--- src/rtl/nibble_serial_adder.sv ---
// Wide add/subtract sequenced one nibble per clock through a single shared
// 4-bit ripple adder; result, carry-out and signed overflow land at done.

module fulladder4a (
  input  logic [3:0] a,
  input  logic [3:0] b,
  input  logic       ci,
  output logic [3:0] so,
  output logic       co
);

  always_comb begin
    logic c;
    c  = ci;
    so = '0;
    for (int i = 0; i < 4; i++) begin
      so[i] = a[i] ^ b[i] ^ c;
      c     = (a[i] & b[i]) | (c & (a[i] ^ b[i]));
    end
    co = c;
  end

endmodule

module nibble_serial_adder #(
  parameter int NIBBLES = 4
) (
  input  logic                 clk,
  input  logic                 rst_n,
  input  logic                 start,
  input  logic                 sub,
  input  logic                 cin,
  input  logic [4*NIBBLES-1:0] op_a,
  input  logic [4*NIBBLES-1:0] op_b,
  output logic                 busy,
  output logic                 done,
  output logic [4*NIBBLES-1:0] sum,
  output logic                 cout,
  output logic                 ovf
);

  localparam int W  = 4 * NIBBLES;
  localparam int IW = $clog2(NIBBLES + 1);

  typedef enum logic [1:0] {IDLE, RUN, DONE} state_t;

  state_t        state;
  state_t        state_nx;
  logic [IW-1:0] idx;
  logic          carry;
  logic [W-1:0]  a_reg;
  logic [W-1:0]  b_reg;
  logic [3:0]    nib_a;
  logic [3:0]    nib_b;
  logic [3:0]    nib_so;
  logic          nib_co;
  logic          accept;
  logic          last;

  assign accept = start && (state != RUN);
  assign last   = (idx == IW'(NIBBLES - 1));

  // Outside RUN the index may point past the operands; the shift then yields zero.
  assign nib_a = 4'(a_reg >> {idx, 2'b00});
  assign nib_b = 4'(b_reg >> {idx, 2'b00});

  fulladder4a u_add (
    .a  (nib_a),
    .b  (nib_b),
    .ci (carry),
    .so (nib_so),
    .co (nib_co)
  );

  always_ff @(posedge clk or negedge rst_n) begin
    if (!rst_n) state <= IDLE;
    else        state <= state_nx;
  end

  always_comb begin
    state_nx = state;
    busy     = 1'b0;
    done     = 1'b0;
    case (state)
      IDLE: if (start) state_nx = RUN;
      RUN: begin
        busy = 1'b1;
        if (last) state_nx = DONE;
      end
      DONE: begin
        done     = 1'b1;
        state_nx = start ? RUN : IDLE;
      end
      default: state_nx = IDLE;
    endcase
  end

  // Subtraction is A + ~B + 1, so the inversion and forced carry happen at capture.
  always_ff @(posedge clk or negedge rst_n) begin
    if (!rst_n) begin
      a_reg <= '0;
      b_reg <= '0;
      carry <= 1'b0;
      idx   <= '0;
      sum   <= '0;
      cout  <= 1'b0;
      ovf   <= 1'b0;
    end else if (accept) begin
      a_reg <= op_a;
      b_reg <= sub ? ~op_b : op_b;
      carry <= sub | cin;
      idx   <= '0;
      sum   <= '0;
      cout  <= 1'b0;
      ovf   <= 1'b0;
    end else if (state == RUN) begin
      for (int n = 0; n < NIBBLES; n++) begin
        if (idx == IW'(n)) sum[4*n +: 4] <= nib_so;
      end
      carry <= nib_co;
      idx   <= idx + IW'(1);
      if (last) begin
        cout <= nib_co;
        ovf  <= (a_reg[W-1] == b_reg[W-1]) && (nib_so[3] != a_reg[W-1]);
      end
    end
  end

endmodule
--- config.mk ---
export PLATFORM = sky130hd
export DESIGN_NAME = nibble_serial_adder
export DESIGN_NICKNAME = d
export VERILOG_FILES = /design/src/rtl/nibble_serial_adder.sv
export SDC_FILE = /design/constraint.sdc
export NUM_CORES = 1
export LEC_CHECK = 0
export BUFFER_PORTS_ARGS = -buffer_cell sky130_fd_sc_hd__clkbuf_2
export CAP_MARGIN = 5
export CORE_UTILIZATION = 59
export DETAILED_ROUTE_END_ITERATION = 6
export PLACE_DENSITY = 0.85
export RECOVER_POWER = 100
export SLEW_MARGIN = 20
export SYNTH_ARGS = -nofsm -noshare
export SYNTH_HDL_FRONTEND = slang
export SYNTH_SLANG_ARGS = --single-unit
--- constraint.sdc ---
create_clock -name clk -period 8.3 [get_ports clk]
set_input_delay 0.415 -clock clk [delete_from_list [all_inputs] [get_ports clk]]
set_output_delay 0.415 -clock clk [all_outputs]
set_load 0.1 [all_outputs]
# Yosys cells after proc, flatten, opt, wreduce, memory -nomap -nowiden
# Index checks and enable logic that the tools add are counted.
totals:
  regBits: 56
  input_bits: 37
  output_inout_bits: 20
  word_cells: 83
classes:
  n_addsub: 1
  n_eq_ne: 10
  n_shift: 2
  muxes: 23
  bitwise: 22
  reduce_logical: 14
op_table:
  columns: ["operator", "n"]
  rows:
  - ["two-way mux 16 bit", 3]
  - ["right shift 16 x 5 -> 4 bit", 2]
  - ["two-way mux 4 bit", 4]
  - ["NOT 16 bit", 1]
  - ["two-way mux 1 bit", 11]
  - ["AND reduction 2 bit", 5]
  - ["nonzero test 2 bit", 5]
  - ["bitwise AND 1 bit", 8]
  - ["bitwise XOR 1 bit", 8]
  - ["equality test 3 x 2 -> 1 bit (second input constant)", 2]
  - ["two-way mux 3 bit", 2]
  - ["case mux 2 bit (3 select lines)", 1]
  - ["bitwise OR 1 bit", 5]
  - ["two-way mux 2 bit", 2]
  - ["!= test 2 bit (second input constant)", 2]
  - ["adder 3 x 1 -> 3 bit (second input constant)", 1]
  - ["equality test 3 x 1 -> 1 bit (second input constant)", 1]
  - ["logical NOT 3 bit", 1]
  - ["equality test 2 x 1 -> 1 bit (second input constant)", 1]
  - ["equality test 2 bit (second input constant)", 1]
  - ["logical AND 1 bit", 2]
  - ["logical NOT 2 bit", 1]
  - ["!= test 2 x 1 -> 1 bit (second input constant)", 1]
  - ["equality test 1 bit", 1]
  - ["!= test 1 bit", 1]

# Depth between registers and ports, before layout
# Gate-level depths: netlist of run 1.
depth:
  ltp_word: 14
  mapped_depth: 13
  mapped_depth_nobuf: 12

# Hierarchy
# Synthesis of run 1 repeated with hierarchy kept, for this count alone.
unflattened:
  hier_cells: 217
  hier_area_um2: 2803.9
by_module_without_submodules:
  columns: ["module", "n_inst", "cells_per_inst", "area_each_um2", "seq_area_each_um2"]
  rows:
  - ["nibble_serial_adder", 1, 203, 2686.3, 1401.3]
  - ["fulladder4a", 1, 14, 117.6, 0.0]

# Worst setup path after synthesis of run 1
# Ideal clock, no wire load.
synth_path:
  path_kind: "register to register"
  start: "register idx[0]"
  end: "register ovf"
  setup_time_ps: 69
  arrival_time_ps: 3183
  required_time_ps: 8231
  path_slack_ps: 5048
  path_stages_with_launch: 14
  path_buffers: 1
  period_less_slack_ps: 3252
  path_cell_list: "dfrtp_1 -> buf_6 -> mux4_2 -> and2_1 -> fa_1 -> inv_1 -> fa_1 -> inv_1 -> fa_1 -> inv_1 -> fa_1 -> or3_1 -> nand2_1 -> a22o_1"
synth_via:
  elab_chain_cells: 14
  elab_cells_between_ends: 24
  classes_between: "eq/ne (2); shift (2); mux (3); bitwise (14); reduce/logical (3)"
synth_lines:
  columns: ["item", "line_no", "rtl"]
  rows:
  - ["start, declared", "49", "logic [IW-1:0] idx;"]
  - ["start signal, assigned", "121", "idx <= idx + IW'(1);"]
  - ["right shift 16 x 5 -> 4 bit (on tied branches)", "64, 65", null]
  - ["bitwise XOR 1 bit", "18", "c = (a[i] & b[i]) | (c & (a[i] ^ b[i]));"]
  - ["bitwise AND 1 bit", "18", null]
  - ["bitwise OR 1 bit", "18", null]
  - ["bitwise AND 1 bit", "18", null]
  - ["bitwise OR 1 bit", "18", null]
  - ["bitwise AND 1 bit", "18", null]
  - ["bitwise OR 1 bit", "18", null]
  - ["bitwise XOR 1 bit", "17", "so[i] = a[i] ^ b[i] ^ c;"]
  - ["!= test 1 bit", "124", "ovf <= (a_reg[W-1] == b_reg[W-1]) && (nib_so[3] != a_reg[W-1]);"]
  - ["logical AND 1 bit", "124", null]
  - ["two-way mux 1 bit", "122", "if (last) begin"]
  - ["two-way mux 1 bit", "116", "end else if (state == RUN) begin"]
  - ["two-way mux 1 bit", "108", "end else if (accept) begin"]
  - ["end signal, assigned", "124", null]
  - ["end, declared", "39", "output logic ovf"]
# Several ways; a longest one is shown, not always the timed one. The select of a mux whose other input is x is not followed.
# A chain may end at the register's enable or synchronous reset.

# Final worst setup path of run 1
# Ends and elaborated chain as after synthesis.

==> metrics.txt, run 1 <==
# TYPE chip_impl_metric gauge
chip_impl_info{name="run_status",value="finished, violations left"} 1
chip_impl_info{name="failing_checks",value="design-rule violations, max-capacitance violations, max-slew violations"} 1
chip_impl_metric{name="fmax",unit="MHz"} 270
chip_impl_metric{name="timing.final.max_slew_violations",unit=""} 57
chip_impl_info{name="layout.cells.most_common",value="sky130_fd_sc_hd__dfrtp_1"} 1
chip_impl_metric{name="finalHoldViolCount",unit=""} 0
chip_impl_metric{name="layout.cell_area.non_filler",unit="mm²"} 0.00309
chip_impl_metric{name="path_buf_inv",unit=""} 3
chip_impl_metric{name="layout-drive-gt1-share",unit="%"} 26.2
chip_impl_metric{name="tritoncts.num_buffers",unit=""} 5
chip_impl_info{name="hold_class",value="in2reg"} 1
chip_impl_metric{name="clock_skew",unit="ns"} 0.00722
chip_impl_metric{name="tightest_slew",unit="ns"} 2.86
chip_impl_metric{name="yosys.cell_types.count",unit=""} 35
chip_impl_metric{name="yosysWarningCount",unit=""} 0
chip_impl_metric{name="route.antenna.remaining_nets",unit=""} 0
chip_impl_metric{name="grt_pass1_vias",unit=""} 1930
chip_impl_metric{name="synthesis.nets",unit=""} 257
chip_impl_metric{name="insertion_delay_to_the_later_sink_of_the_worst_skew_pair",unit="ns"} 0.30
chip_impl_metric{name="timing.max_cap.violations",unit=""} 1
chip_impl_metric{name="route.detailed.vias_per_inst",unit=""} 5.90
chip_impl_info{name="timing.critical_path.to_type",value="register"} 1
chip_impl_info{name="critical_path.top_delay_family",value="adder cells"} 1
chip_impl_metric{name="grt_residual_overflow",unit=""} 0
chip_impl_metric{name="start_util",unit="%"} 62.9
chip_impl_metric{name="routabilityCongestion",unit=""} 0.848
chip_impl_metric{name="worst-r2r-cell-count",unit=""} 12
chip_impl_metric{name="drt-initial-drc-count",unit=""} 96
chip_impl_metric{name="path_depth",unit=""} 12
chip_impl_metric{name="chipHeight",unit="µm"} 71.1
chip_impl_metric{name="clk_pin_slew",unit="ns"} 0.10
chip_impl_metric{name="post_synth_instance_area",unit="mm²"} 0.00282
chip_impl_metric{name="final_routed_wirelength_across_all_metal_layers",unit="mm"} 5.42
chip_impl_metric{name="antenna_cells",unit=""} 0
chip_impl_info{name="layout_common_cells",value="56 x sky130_fd_sc_hd__dfrtp_1, 36 x sky130_fd_sc_hd__clkbuf_2, 35 x sky130_fd_sc_hd__o21ai_0, 21 x sky130_fd_sc_hd__clkbuf_1, 16 x sky130_fd_sc_hd__xnor2_1"} 1
chip_impl_metric{name="ioPinCount",unit=""} 57
chip_impl_metric{name="grt_start_max_net_pins",unit=""} 57
chip_impl_metric{name="post-cts-setup-buffers",unit=""} 0
chip_impl_info{name="cts_tree",value="yes"} 1
chip_impl_metric{name="die_area",unit="mm²"} 0.00505
chip_impl_metric{name="cts_max_path_buffers",unit=""} 2
chip_impl_metric{name="placed_cell_area",unit="mm²"} 0.00306
chip_impl_metric{name="period_minus_slack",unit="ns"} 3.70
chip_impl_metric{name="area_inside_the_core_boundary",unit="mm²"} 0.00447
chip_impl_metric{name="chipWidth",unit="µm"} 71.1
chip_impl_metric{name="synth.yosys.seq_area_share",unit="%"} 49.8
chip_impl_metric{name="mean_syn_cell_area",unit="µm²"} 13.3
chip_impl_metric{name="path_max_fanout",unit=""} 13
chip_impl_metric{name="antenna_violations_before_repair",unit=""} 0
chip_impl_metric{name="clkSinkCount",unit=""} 56
chip_impl_metric{name="worst_slew_margin_rel",unit="%"} -90.9
chip_impl_metric{name="place_hpwl",unit="mm"} 3.91
chip_impl_metric{name="num-nets-final",unit=""} 308
chip_impl_metric{name="period_share",unit="%"} 44.6
chip_impl_info{name="critPathKind",value="reg2reg"} 1
chip_impl_metric{name="gr-usage-all-layers",unit="%"} 23.9
chip_impl_metric{name="area.growth.synth_to_final",unit="%"} 9.60
chip_impl_metric{name="setup_total_negative_slack",unit="ns"} 0
chip_impl_metric{name="drt-wirelength-per-cell",unit="µm"} 17.2
chip_impl_metric{name="layout.core_utilization",unit="%"} 69.0
chip_impl_metric{name="route.vias.total",unit=""} 1858
chip_impl_metric{name="slowest_delay",unit="ns"} 0.75
chip_impl_metric{name="holdBufCountCts",unit=""} 0
chip_impl_info{name="worstPathCellList",value="mux4_2 -> and2_0 -> fa_1 -> inv_1 -> fa_1 -> inv_1 -> fa_1 -> inv_1 -> fa_1 -> or3_1 -> nand2_1 -> a22o_1"} 1
chip_impl_metric{name="htree_levels",unit=""} 2
chip_impl_metric{name="detail_route.drc_violations",unit=""} 3
chip_impl_metric{name="wire_length_of_the_first_global_routing_pass",unit="mm"} 9.35
chip_impl_metric{name="min_path_cells",unit=""} 2
chip_impl_info{name="ctsRootBufferMaster",value="sky130_fd_sc_hd__clkbuf_8"} 1
chip_impl_metric{name="syn-instance-count",unit=""} 211
chip_impl_info{name="cell_type_with_the_highest_occurrence_count_on_the_critical_path",value="sky130_fd_sc_hd__fa_1"} 1
chip_impl_info{name="critPathSlowestCell",value="sky130_fd_sc_hd__dfrtp_1"} 1
chip_impl_metric{name="cts_repair_resize_count",unit=""} 0
chip_impl_metric{name="placement.io_buffers",unit=""} 56
chip_impl_metric{name="worst_ep_arrival_time",unit="ns"} 3.94
chip_impl_metric{name="postSynthRegisterBits",unit=""} 56
chip_impl_metric{name="placementRows",unit=""} 24
chip_impl_metric{name="regToRegSetupSlack",unit="ns"} 4.60
chip_impl_info{name="timing.critical_path.from_type",value="register"} 1
chip_impl_metric{name="drt_pass1_iterations",unit=""} 7
chip_impl_metric{name="worst-endpoint-required",unit="ns"} 8.54
chip_impl_info{name="grt_setup_unrepaired",value="no"} 1
chip_impl_metric{name="nFillCells",unit=""} 351
chip_impl_metric{name="report.final.setup_viol",unit=""} 0
worst register-to-register path: stages, from the launching register on:
cell                      delay (ns)
sky130_fd_sc_hd__dfrtp_1        0.75
sky130_fd_sc_hd__mux4_2         0.57
sky130_fd_sc_hd__and2_0         0.19
sky130_fd_sc_hd__fa_1           0.38
sky130_fd_sc_hd__inv_1          0.07
sky130_fd_sc_hd__fa_1           0.17
sky130_fd_sc_hd__inv_1          0.05
sky130_fd_sc_hd__fa_1           0.36
sky130_fd_sc_hd__inv_1          0.08
sky130_fd_sc_hd__fa_1           0.50
sky130_fd_sc_hd__or3_1          0.34
sky130_fd_sc_hd__nand2_1        0.07
sky130_fd_sc_hd__a22o_1         0.12
per-layer routing:
layer | share of wire (%) | up-vias | wire [µm] | track usage [%]
met5 | 0 | - | 0 | 0
met2 | 50 | 63 | 2710 | 40.6
met3 | 4.2 | 6 | 229 | 3.70
met1 | 45 | 931 | 2420 | 32.3
met4 | 1.1 | 0 | 59 | 6.89
li1 | - | 858 | - | -
worst paths after layout:
path | end | from
max | ovf | idx[0]
min | a_reg[10] | op_a[10]
max reg2reg | ovf | idx[0]
min reg2reg | sum[13] | sum[13]
max in group asynchronous | b_reg[3] | rst_n
min in group asynchronous | sum[4] | rst_n
cell type report:
class | count | area [µm²] | area share (%)
Sequential cell | 56 | 1400 | 45.4
Inverter | 9 | 35.0 | 1.14
Tap cell | 52 | 65.1 | 2.11
Timing Repair Buffer | 57 | 259 | 8.39
Multi-Input combinational cell | 133 | 1210 | 39.3
Clock inverter | 3 | 42.5 | 1.38
Clock buffer | 5 | 68.8 | 2.23
kinds of logic after synthesis:
group / synth area share [%]
compound gates: 14.5
fa+ha+maj: 5.07
buf+inv: 5.20
mux: 14.9
flops: 49.8
simple gates: 5.51
xor+xnor: 4.98
stage by stage:
step	cells	hold slack (ns)	setup WS (ns)
2_1_floorplan	211	0.119	5.05
3_3_place_gp	307	0.475	4.73
3_5_place_dp	307	0.473	4.60
4_1_cts	315	0.253	4.55
5_1_grt	315	0.316	4.32
6_report	315	0.322	4.60
synthesized netlist by cell type (all sizes together):
cell type | number | area, µm²
o2bb2ai | 9 | 78.8
clkinv | 1 | 3.75
mux2 | 16 | 218
o22ai | 1 | 6.26
fa | 4 | 80.1
nand2b | 1 | 13.8
dfrtp | 56 | 1400
and2b | 1 | 8.76
or2 | 1 | 6.26
and2 | 4 | 25.0
a32o | 6 | 60.1
clkbuf | 2 | 7.51
a22o | 3 | 26.3
nor3b | 1 | 18.8
mux4 | 8 | 180
inv | 8 | 32.5
nand2 | 11 | 41.3
ha | 5 | 62.6
buf | 11 | 103
mux2i | 1 | 22.5
o31ai | 1 | 7.51
o311ai | 1 | 8.76
xnor2 | 16 | 140
or3 | 1 | 6.26
nor2 | 1 | 20.0
nand3 | 3 | 15.0
o21ai | 35 | 175
a22oi | 3 | 46.3
Power of run 1 is not shown: default switching activity piles up to over one toggle a cycle in this logic, so the estimate is an artifact.
==> run 2: changes to the inputs <==
--- a/config.mk
+++ b/config.mk
@@ -5,11 +5,12 @@
 export SDC_FILE = /design/constraint.sdc
 export NUM_CORES = 1
 export LEC_CHECK = 0
+export ABC_AREA = 1
 export BUFFER_PORTS_ARGS = -buffer_cell sky130_fd_sc_hd__clkbuf_2
 export CAP_MARGIN = 5
-export CORE_UTILIZATION = 59
+export CORE_UTILIZATION = 55
 export DETAILED_ROUTE_END_ITERATION = 6
-export PLACE_DENSITY = 0.85
+export PLACE_DENSITY = 0.8
 export RECOVER_POWER = 100
 export SLEW_MARGIN = 20
 export SYNTH_ARGS = -nofsm -noshare
==> constraint.sdc (replaced) <==
create_clock -name clk -period 3.65 [get_ports clk]
set_input_delay 0.1825 -clock clk [delete_from_list [all_inputs] [get_ports clk]]
set_output_delay 0.1825 -clock clk [all_outputs]
set_load 0.1 [all_outputs]
==> metrics.txt, run 2 <==
# TYPE chip_impl_metric gauge
chip_impl_info{name="run_status",value="finished, violations left"} 1
chip_impl_info{name="failing_checks",value="max-capacitance violations, max-slew violations"} 1
chip_impl_metric{name="grt_residual_overflow",unit=""} 0
chip_impl_metric{name="finalHoldViolCount",unit=""} 0
chip_impl_metric{name="clock_skew",unit="ns"} 0.00747
chip_impl_metric{name="mean_syn_cell_area",unit="µm²"} 8.18
chip_impl_metric{name="layout-drive-gt1-share",unit="%"} 14.5
chip_impl_metric{name="post_synth_instance_area",unit="mm²"} 0.00285
chip_impl_metric{name="power_per_cell_area",unit="mW/mm²"} 1030
chip_impl_metric{name="drt-initial-drc-count",unit=""} 117
chip_impl_info{name="layout_common_cells",value="118 x sky130_fd_sc_hd__nand2_1, 56 x sky130_fd_sc_hd__dfrtp_1, 36 x sky130_fd_sc_hd__clkbuf_2, 32 x sky130_fd_sc_hd__nand3_1, 31 x sky130_fd_sc_hd__o21ai_0"} 1
chip_impl_metric{name="placementRows",unit=""} 25
chip_impl_metric{name="place_hpwl",unit="mm"} 4.09
chip_impl_metric{name="timing.final.max_slew_violations",unit=""} 113
chip_impl_info{name="grt_setup_unrepaired",value="no"} 1
chip_impl_metric{name="route.vias.total",unit=""} 2291
chip_impl_metric{name="synth-edff-count",unit=""} 0
chip_impl_info{name="cts_tree",value="yes"} 1
chip_impl_metric{name="slowest_delay",unit="ns"} 0.67
chip_impl_metric{name="clk_pin_slew",unit="ns"} 0.10
chip_impl_metric{name="gr-usage-all-layers",unit="%"} 22.8
chip_impl_metric{name="chipWidth",unit="µm"} 74.0
chip_impl_metric{name="cts_max_path_buffers",unit=""} 2
chip_impl_info{name="synth_top_family_by_area",value="simple AND/OR/NAND/NOR gates"} 1
chip_impl_info{name="layout.cells.most_common",value="sky130_fd_sc_hd__nand2_1"} 1
chip_impl_metric{name="drt-wirelength-per-cell",unit="µm"} 12.1
chip_impl_metric{name="final_routed_wirelength_across_all_metal_layers",unit="mm"} 5.65
chip_impl_metric{name="grt_pass1_vias",unit=""} 2145
chip_impl_info{name="hold_class",value="in2reg"} 1
chip_impl_metric{name="chipHeight",unit="µm"} 74.0
chip_impl_metric{name="yosysWarningCount",unit=""} 0
chip_impl_metric{name="start_util",unit="%"} 58.9
chip_impl_metric{name="report.final.setup_viol",unit=""} 0
chip_impl_metric{name="tritoncts.num_buffers",unit=""} 5
chip_impl_metric{name="synthesis.nets",unit=""} 395
chip_impl_metric{name="synthAdderAreaFrac",unit="%"} 5.00
chip_impl_metric{name="grt_start_max_net_pins",unit=""} 57
chip_impl_metric{name="wire_length_of_the_first_global_routing_pass",unit="mm"} 9.37
chip_impl_metric{name="htree_levels",unit=""} 2
chip_impl_metric{name="max-vdd-ir-drop",unit="mV"} 0.433
chip_impl_info{name="critPathSlowestCell",value="sky130_fd_sc_hd__dfrtp_1"} 1
chip_impl_metric{name="period_share",unit="%"} 85.6
chip_impl_metric{name="placement.io_buffers",unit=""} 56
chip_impl_metric{name="timing.max_cap.violations",unit=""} 2
chip_impl_metric{name="postSynthRegisterBits",unit=""} 56
chip_impl_info{name="critPathKind",value="reg2reg"} 1
chip_impl_metric{name="insertion_delay_to_the_later_sink_of_the_worst_skew_pair",unit="ns"} 0.31
chip_impl_info{name="timing.critical_path.from_type",value="register"} 1
chip_impl_metric{name="setup_total_negative_slack",unit="ns"} 0
chip_impl_metric{name="area_inside_the_core_boundary",unit="mm²"} 0.00485
chip_impl_metric{name="area.growth.synth_to_final",unit="%"} 11.8
chip_impl_info{name="synth_area_leader_cell",value="sky130_fd_sc_hd__dfrtp_1"} 1
chip_impl_metric{name="synth.yosys.seq_area_share",unit="%"} 49.1
chip_impl_metric{name="synth-simple-area-share",unit="%"} 25.2
chip_impl_metric{name="period_minus_slack",unit="ns"} 3.13
chip_impl_metric{name="path_max_fanout",unit=""} 17
chip_impl_metric{name="worst_slew_margin_rel",unit="%"} -96.0
chip_impl_info{name="netlist_top_cells_area",value="sky130_fd_sc_hd__dfrtp_1 49%, sky130_fd_sc_hd__nand2_1 15%, sky130_fd_sc_hd__o21ai_1 5.8%"} 1
chip_impl_metric{name="ioPinCount",unit=""} 57
chip_impl_metric{name="die_area",unit="mm²"} 0.00548
chip_impl_metric{name="holdBufCountCts",unit=""} 0
chip_impl_metric{name="antenna_violations_before_repair",unit=""} 0
chip_impl_metric{name="route.detailed.vias_per_inst",unit=""} 4.92
chip_impl_metric{name="worst-endpoint-required",unit="ns"} 3.86
chip_impl_metric{name="layout.core_utilization",unit="%"} 65.8
chip_impl_metric{name="synth_compound_gate_area_share",unit="%"} 7.54
chip_impl_metric{name="p_total",unit="mW"} 3.29
chip_impl_metric{name="synth-xor-area-share",unit="%"} 4.91
chip_impl_info{name="worstPathCellList",value="buf_4 -> nand2_1 -> nand3_1 -> a21oi_1 -> fa_1 -> inv_1 -> fa_1 -> inv_1 -> fa_1 -> inv_1 -> fa_1 -> inv_1 -> o21ai_0 -> nand3_1 -> nand2_1"} 1
chip_impl_info{name="yosysMostFrequentCell",value="sky130_fd_sc_hd__nand2_1"} 1
chip_impl_metric{name="routabilityCongestion",unit=""} 0.931
chip_impl_metric{name="static-leakage-power",unit="nW"} 1.65
chip_impl_metric{name="clkSinkCount",unit=""} 56
chip_impl_metric{name="async_reset_ff_share",unit="%"} 100
chip_impl_info{name="timing.critical_path.to_type",value="register"} 1
chip_impl_metric{name="syn-instance-count",unit=""} 349
chip_impl_metric{name="worst_ep_arrival_time",unit="ns"} 3.33
chip_impl_metric{name="drt_pass1_iterations",unit=""} 4
chip_impl_metric{name="yosys.cell_types.count",unit=""} 24
chip_impl_info{name="ctsRootBufferMaster",value="sky130_fd_sc_hd__clkbuf_8"} 1
chip_impl_metric{name="worst-r2r-cell-count",unit=""} 15
chip_impl_metric{name="synthDominantCellAreaShare",unit="%"} 49.1
chip_impl_metric{name="detail_route.drc_violations",unit=""} 0
chip_impl_metric{name="num-nets-final",unit=""} 444
chip_impl_metric{name="route.antenna.remaining_nets",unit=""} 0
chip_impl_metric{name="post-cts-setup-buffers",unit=""} 0
chip_impl_info{name="synth-main-ff-cell",value="sky130_fd_sc_hd__dfrtp_1"} 1
chip_impl_metric{name="fmax",unit="MHz"} 320
chip_impl_metric{name="tightest_slew",unit="ns"} 2.94
chip_impl_metric{name="min_path_cells",unit=""} 3
chip_impl_metric{name="antenna_cells",unit=""} 0
chip_impl_metric{name="cts_repair_resize_count",unit=""} 0
chip_impl_metric{name="post_synth_mux_area_share",unit="%"} 0
chip_impl_info{name="synth_top_cells_by_count",value="116 x sky130_fd_sc_hd__nand2_1, 56 x sky130_fd_sc_hd__dfrtp_1, 33 x sky130_fd_sc_hd__o21ai_1, 32 x sky130_fd_sc_hd__nand3_1, 27 x sky130_fd_sc_hd__inv_1"} 1
chip_impl_metric{name="regToRegSetupSlack",unit="ns"} 0.52
-- run 2: changes by cell type after synthesis, sizes merged, moves of 4 or more --
| cell | previous run | this run |
|---|---|---|
| a21oi | 0 | 4 |
| inv | 8 | 36 |
| and2 | 4 | 0 |
| nand3 | 3 | 32 |
| a32o | 6 | 0 |
| o2bb2ai | 9 | 0 |
| mux2 | 16 | 0 |
| nor2 | 1 | 22 |
| mux4 | 8 | 0 |
| buf | 11 | 15 |
| nand2 | 11 | 118 |
-- run 2: metrics by stage --
stage / instances / cell area [µm²] / setup slack (ns) / hold WS, ns
after floorplan: 349 / 2850 / 0.839 / -0.113
after global placement: 458 / 3140 / 0.663 / 0.356
after detailed placement: 458 / 3140 / 0.537 / 0.359
after CTS: 466 / 3230 / 0.532 / 0.0186
after global routing: 466 / 3190 / 0.234 / 0.0743
final: 466 / 3190 / 0.524 / 0.0705
-- run 2: cells by family (layout without fill, tap and decap cells) --
family          after synthesis  after routing
simple gates                173            173
flops                        56             56
buf+inv                      53            103
compound gates               42             42
xor+xnor                     16             16
fa+ha+maj                     9              9
-- run 2: layer usage --
| layer | GRT usage [%] | vias up | share of wire [%] |
|---|---|---|---|
| li1 | - | 1181 | - |
| met1 | 29.0 | 1049 | 47 |
| met2 | 38.8 | 55 | 47 |
| met3 | 5.01 | 6 | 4.3 |
| met4 | 7.26 | 0 | 1.3 |
| met5 | 0 | - | 0 |
-- run 2: where the power goes --
part | leakage [nW] | internal [mW] | switching [mW]
registers | 0.712 | 0.882 | 0.171
clock network | 0.0510 | 0.152 | 0.197
logic | 0.890 | 0.502 | 1.38
-- run 2: cell type report --
type,count,area (µm²)
clock buffers,6,82.6
inverters,37,143
multi-input cells,240,1200
clock inverters,2,10.0
flip-flops and latches,56,1400
well taps,67,83.8
fillers,450,1660
repair buffers,58,267
-- run 2: path summary, 6_finish.rpt --
check                         start        to
max in group asynchronous     rst_n    idx[1]
min reg2reg                a_reg[9]  a_reg[9]
max                          idx[0]       ovf
max reg2reg                  idx[0]       ovf
min in group asynchronous     rst_n  a_reg[6]
min                         op_a[5]  a_reg[5]
-- run 2: worst max-delay path: cells and delay by family (launching register included) --
| kind | cells | cell delay (ns) |
|---|---|---|
| and+or+nand+nor | 4 | 0.28 |
| AOI/OAI and AO/OA | 2 | 0.17 |
| buffers and inverters | 5 | 0.59 |
| adders and majority gates | 4 | 1.31 |
| DFF | 1 | 0.67 |
No activity file was read; power rests on OpenSTA's default activity.
==> run 3: changes to the inputs <==
==> constraint.sdc (replaced) <==
create_clock -name clk -period 3.2 [get_ports clk]
set_input_delay 0.16 -clock clk [delete_from_list [all_inputs] [get_ports clk]]
set_output_delay 0.16 -clock clk [all_outputs]
set_load 0.1 [all_outputs]
==> metrics.txt, run 3 (synthesis gave the netlist of run 2 again) <==
# TYPE chip_impl_metric gauge
chip_impl_metric{name="clockPowerShare",unit="%"} 10.1
chip_impl_metric{name="placementRows",unit=""} 25
chip_impl_metric{name="drt_pass1_iterations",unit=""} 4
chip_impl_metric{name="worst_ep_arrival_time",unit="ns"} 3.12
chip_impl_info{name="failing_checks",value="max-capacitance violations, max-slew violations"} 1
chip_impl_metric{name="clkSinkCount",unit=""} 56
chip_impl_metric{name="period_share",unit="%"} 91.1
chip_impl_metric{name="multiInputGateArea",unit="mm²"} 0.00120
chip_impl_metric{name="detail_route.drc_violations",unit=""} 0
chip_impl_metric{name="clock_skew",unit="ns"} 0.00957
chip_impl_metric{name="layout.area.seq",unit="mm²"} 0.00140
chip_impl_info{name="timing.critical_path.from_type",value="register"} 1
chip_impl_metric{name="drt-wirelength-per-cell",unit="µm"} 12.0
chip_impl_metric{name="antenna_violations_before_repair",unit=""} 0
chip_impl_metric{name="num-nets-final",unit=""} 447
chip_impl_metric{name="insertion_delay_to_the_later_sink_of_the_worst_skew_pair",unit="ns"} 0.32
chip_impl_metric{name="power_frac_seq",unit="%"} 31.7
chip_impl_metric{name="holdBufCountCts",unit=""} 1
chip_impl_info{name="run_status",value="finished, violations left"} 1
chip_impl_metric{name="path_max_fanout",unit=""} 13
chip_impl_metric{name="route.antenna.remaining_nets",unit=""} 0
chip_impl_metric{name="worst-endpoint-required",unit="ns"} 3.40
chip_impl_metric{name="layout-drive-gt1-share",unit="%"} 15.0
chip_impl_info{name="cts_tree",value="yes"} 1
chip_impl_metric{name="regToRegSetupSlack",unit="ns"} 0.28
chip_impl_metric{name="area.growth.synth_to_final",unit="%"} 12.3
chip_impl_metric{name="finalHoldViolCount",unit=""} 0
chip_impl_info{name="ctsRootBufferMaster",value="sky130_fd_sc_hd__clkbuf_8"} 1
chip_impl_info{name="hold_class",value="in2reg"} 1
chip_impl_metric{name="ioPinCount",unit=""} 57
chip_impl_metric{name="fmax",unit="MHz"} 343
chip_impl_info{name="timing.critical_path.to_type",value="register"} 1
chip_impl_info{name="layout_common_cells",value="118 x sky130_fd_sc_hd__nand2_1, 56 x sky130_fd_sc_hd__dfrtp_1, 36 x sky130_fd_sc_hd__clkbuf_2, 33 x sky130_fd_sc_hd__o21ai_0, 32 x sky130_fd_sc_hd__nand3_1"} 1
chip_impl_metric{name="finalNonFillerCells",unit=""} 468
chip_impl_metric{name="power_per_cell_area",unit="mW/mm²"} 1160
chip_impl_metric{name="route.vias.total",unit=""} 2327
chip_impl_metric{name="cts_max_path_buffers",unit=""} 2
chip_impl_metric{name="power_frac_comb",unit="%"} 58.2
chip_impl_metric{name="worst_slew_margin_rel",unit="%"} -17.5
chip_impl_info{name="worstPathCellList",value="buf_4 -> nand2_1 -> nand3_1 -> a21oi_1 -> fa_1 -> inv_1 -> fa_1 -> inv_1 -> fa_1 -> inv_1 -> fa_1 -> inv_1 -> o21ai_0 -> nand3_1 -> nand2_1"} 1
chip_impl_metric{name="timing.max_cap.violations",unit=""} 2
chip_impl_metric{name="slowest_delay",unit="ns"} 0.45
chip_impl_metric{name="final_routed_wirelength_across_all_metal_layers",unit="mm"} 5.62
chip_impl_metric{name="post-cts-setup-buffers",unit=""} 0
chip_impl_metric{name="chipWidth",unit="µm"} 74.0
chip_impl_metric{name="period_minus_slack",unit="ns"} 2.92
chip_impl_metric{name="wire_length_of_the_first_global_routing_pass",unit="mm"} 9.62
chip_impl_metric{name="grt_residual_overflow",unit=""} 0
chip_impl_metric{name="static-leakage-power",unit="nW"} 1.66
chip_impl_metric{name="drt-initial-drc-count",unit=""} 161
chip_impl_metric{name="cts_repair_resize_count",unit=""} 0
chip_impl_metric{name="area_inside_the_core_boundary",unit="mm²"} 0.00485
chip_impl_metric{name="internal-power",unit="mW"} 1.74
chip_impl_metric{name="max-vdd-ir-drop",unit="mV"} 0.480
chip_impl_metric{name="grt_start_max_net_pins",unit=""} 56
chip_impl_info{name="grt_setup_unrepaired",value="no"} 1
chip_impl_metric{name="placement.io_buffers",unit=""} 56
chip_impl_info{name="layout.cells.most_common",value="sky130_fd_sc_hd__nand2_1"} 1
chip_impl_metric{name="nFillCells",unit=""} 441
chip_impl_metric{name="setup_total_negative_slack",unit="ns"} 0
chip_impl_metric{name="power_switching",unit="mW"} 1.98
chip_impl_metric{name="start_util",unit="%"} 58.9
chip_impl_info{name="critPathSlowestCell",value="sky130_fd_sc_hd__dfrtp_1"} 1
chip_impl_metric{name="gr-usage-all-layers",unit="%"} 23.2
chip_impl_metric{name="antenna_cells",unit=""} 0
chip_impl_info{name="critPathKind",value="reg2reg"} 1
chip_impl_metric{name="route.detailed.vias_per_inst",unit=""} 4.97
chip_impl_metric{name="chipHeight",unit="µm"} 74.0
chip_impl_metric{name="p_total",unit="mW"} 3.72
chip_impl_metric{name="report.final.setup_viol",unit=""} 0
chip_impl_metric{name="switching_share",unit="%"} 53.3
chip_impl_metric{name="place_hpwl",unit="mm"} 4.20
chip_impl_metric{name="grt_pass1_vias",unit=""} 2242
chip_impl_metric{name="die_area",unit="mm²"} 0.00548
chip_impl_metric{name="clk_pin_slew",unit="ns"} 0.10
chip_impl_metric{name="htree_levels",unit=""} 2
chip_impl_metric{name="tritoncts.num_buffers",unit=""} 5
chip_impl_metric{name="routabilityCongestion",unit=""} 0.949
chip_impl_metric{name="dp_cells",unit=""} 460
chip_impl_metric{name="timing.final.max_slew_violations",unit=""} 90
chip_impl_metric{name="tightest_slew",unit="ns"} 1.76
-- run 3: path summary, 6_finish.rpt --
kind | from | endpoint | depth (start not counted)
worst min-delay path | op_a[1] | a_reg[1] | 3
max in group asynchronous | rst_n | a_reg[9] | 3
worst min register to register | b_reg[2] | b_reg[2] | 2
min in group asynchronous | rst_n | a_reg[14] | 2
worst max-delay path | idx[0] | ovf | 15
worst max register to register | idx[0] | ovf | 15
-- run 3: power groups by stage --
stage / clock network, mW / registers, mW / logic [mW]
global placement: 0 / 1.18 / 2.22
floorplan: 0 / 1.61 / 1.35
finish: 0.376 / 1.18 / 2.16
CTS: 0.379 / 1.18 / 2.25
global route: 0.408 / 1.21 / 2.46
detailed placement: 0 / 1.19 / 2.25
-- run 3: layer usage --
layer | track usage (%) | part of all wire (%)
met3 | 5.01 | 4.7
met4 | 9.83 | 1.7
met5 | 0 | 0
met1 | 29.0 | 46
met2 | 39.1 | 47
-- run 3: area by class of cell --
type / count / area share (%)
clock inverter: 2 / 0.390
clock buffer: 5 / 2.15
timing repair buffer: 61 / 9.09
tap: 67 / 2.62
sequential: 56 / 43.7
inverter: 37 / 4.45
multi-input combinational: 240 / 37.6
-- run 3: critical path, delay by kind of cell (launching register included) --
kind	cells	cell delay, ns
buf+inv	5	0.55
flops	1	0.45
compound gates	2	0.18
fa+ha+maj	4	1.30
simple gates	4	0.35
-- run 3: metrics by stage --
stage	hold WS [ns]	worst slack, ns	utilization [%]	area, µm²
2_1_floorplan	-0.136	0.389	-	2850
3_3_place_gp	0.291	0.451	65.1	3160
5_1_grt	0.0389	0.0591	66.1	3210
4_1_cts	0.0423	0.290	67.0	3250
6_report	0.0419	0.283	66.1	3210
3_5_place_dp	0.298	0.315	65.1	3160
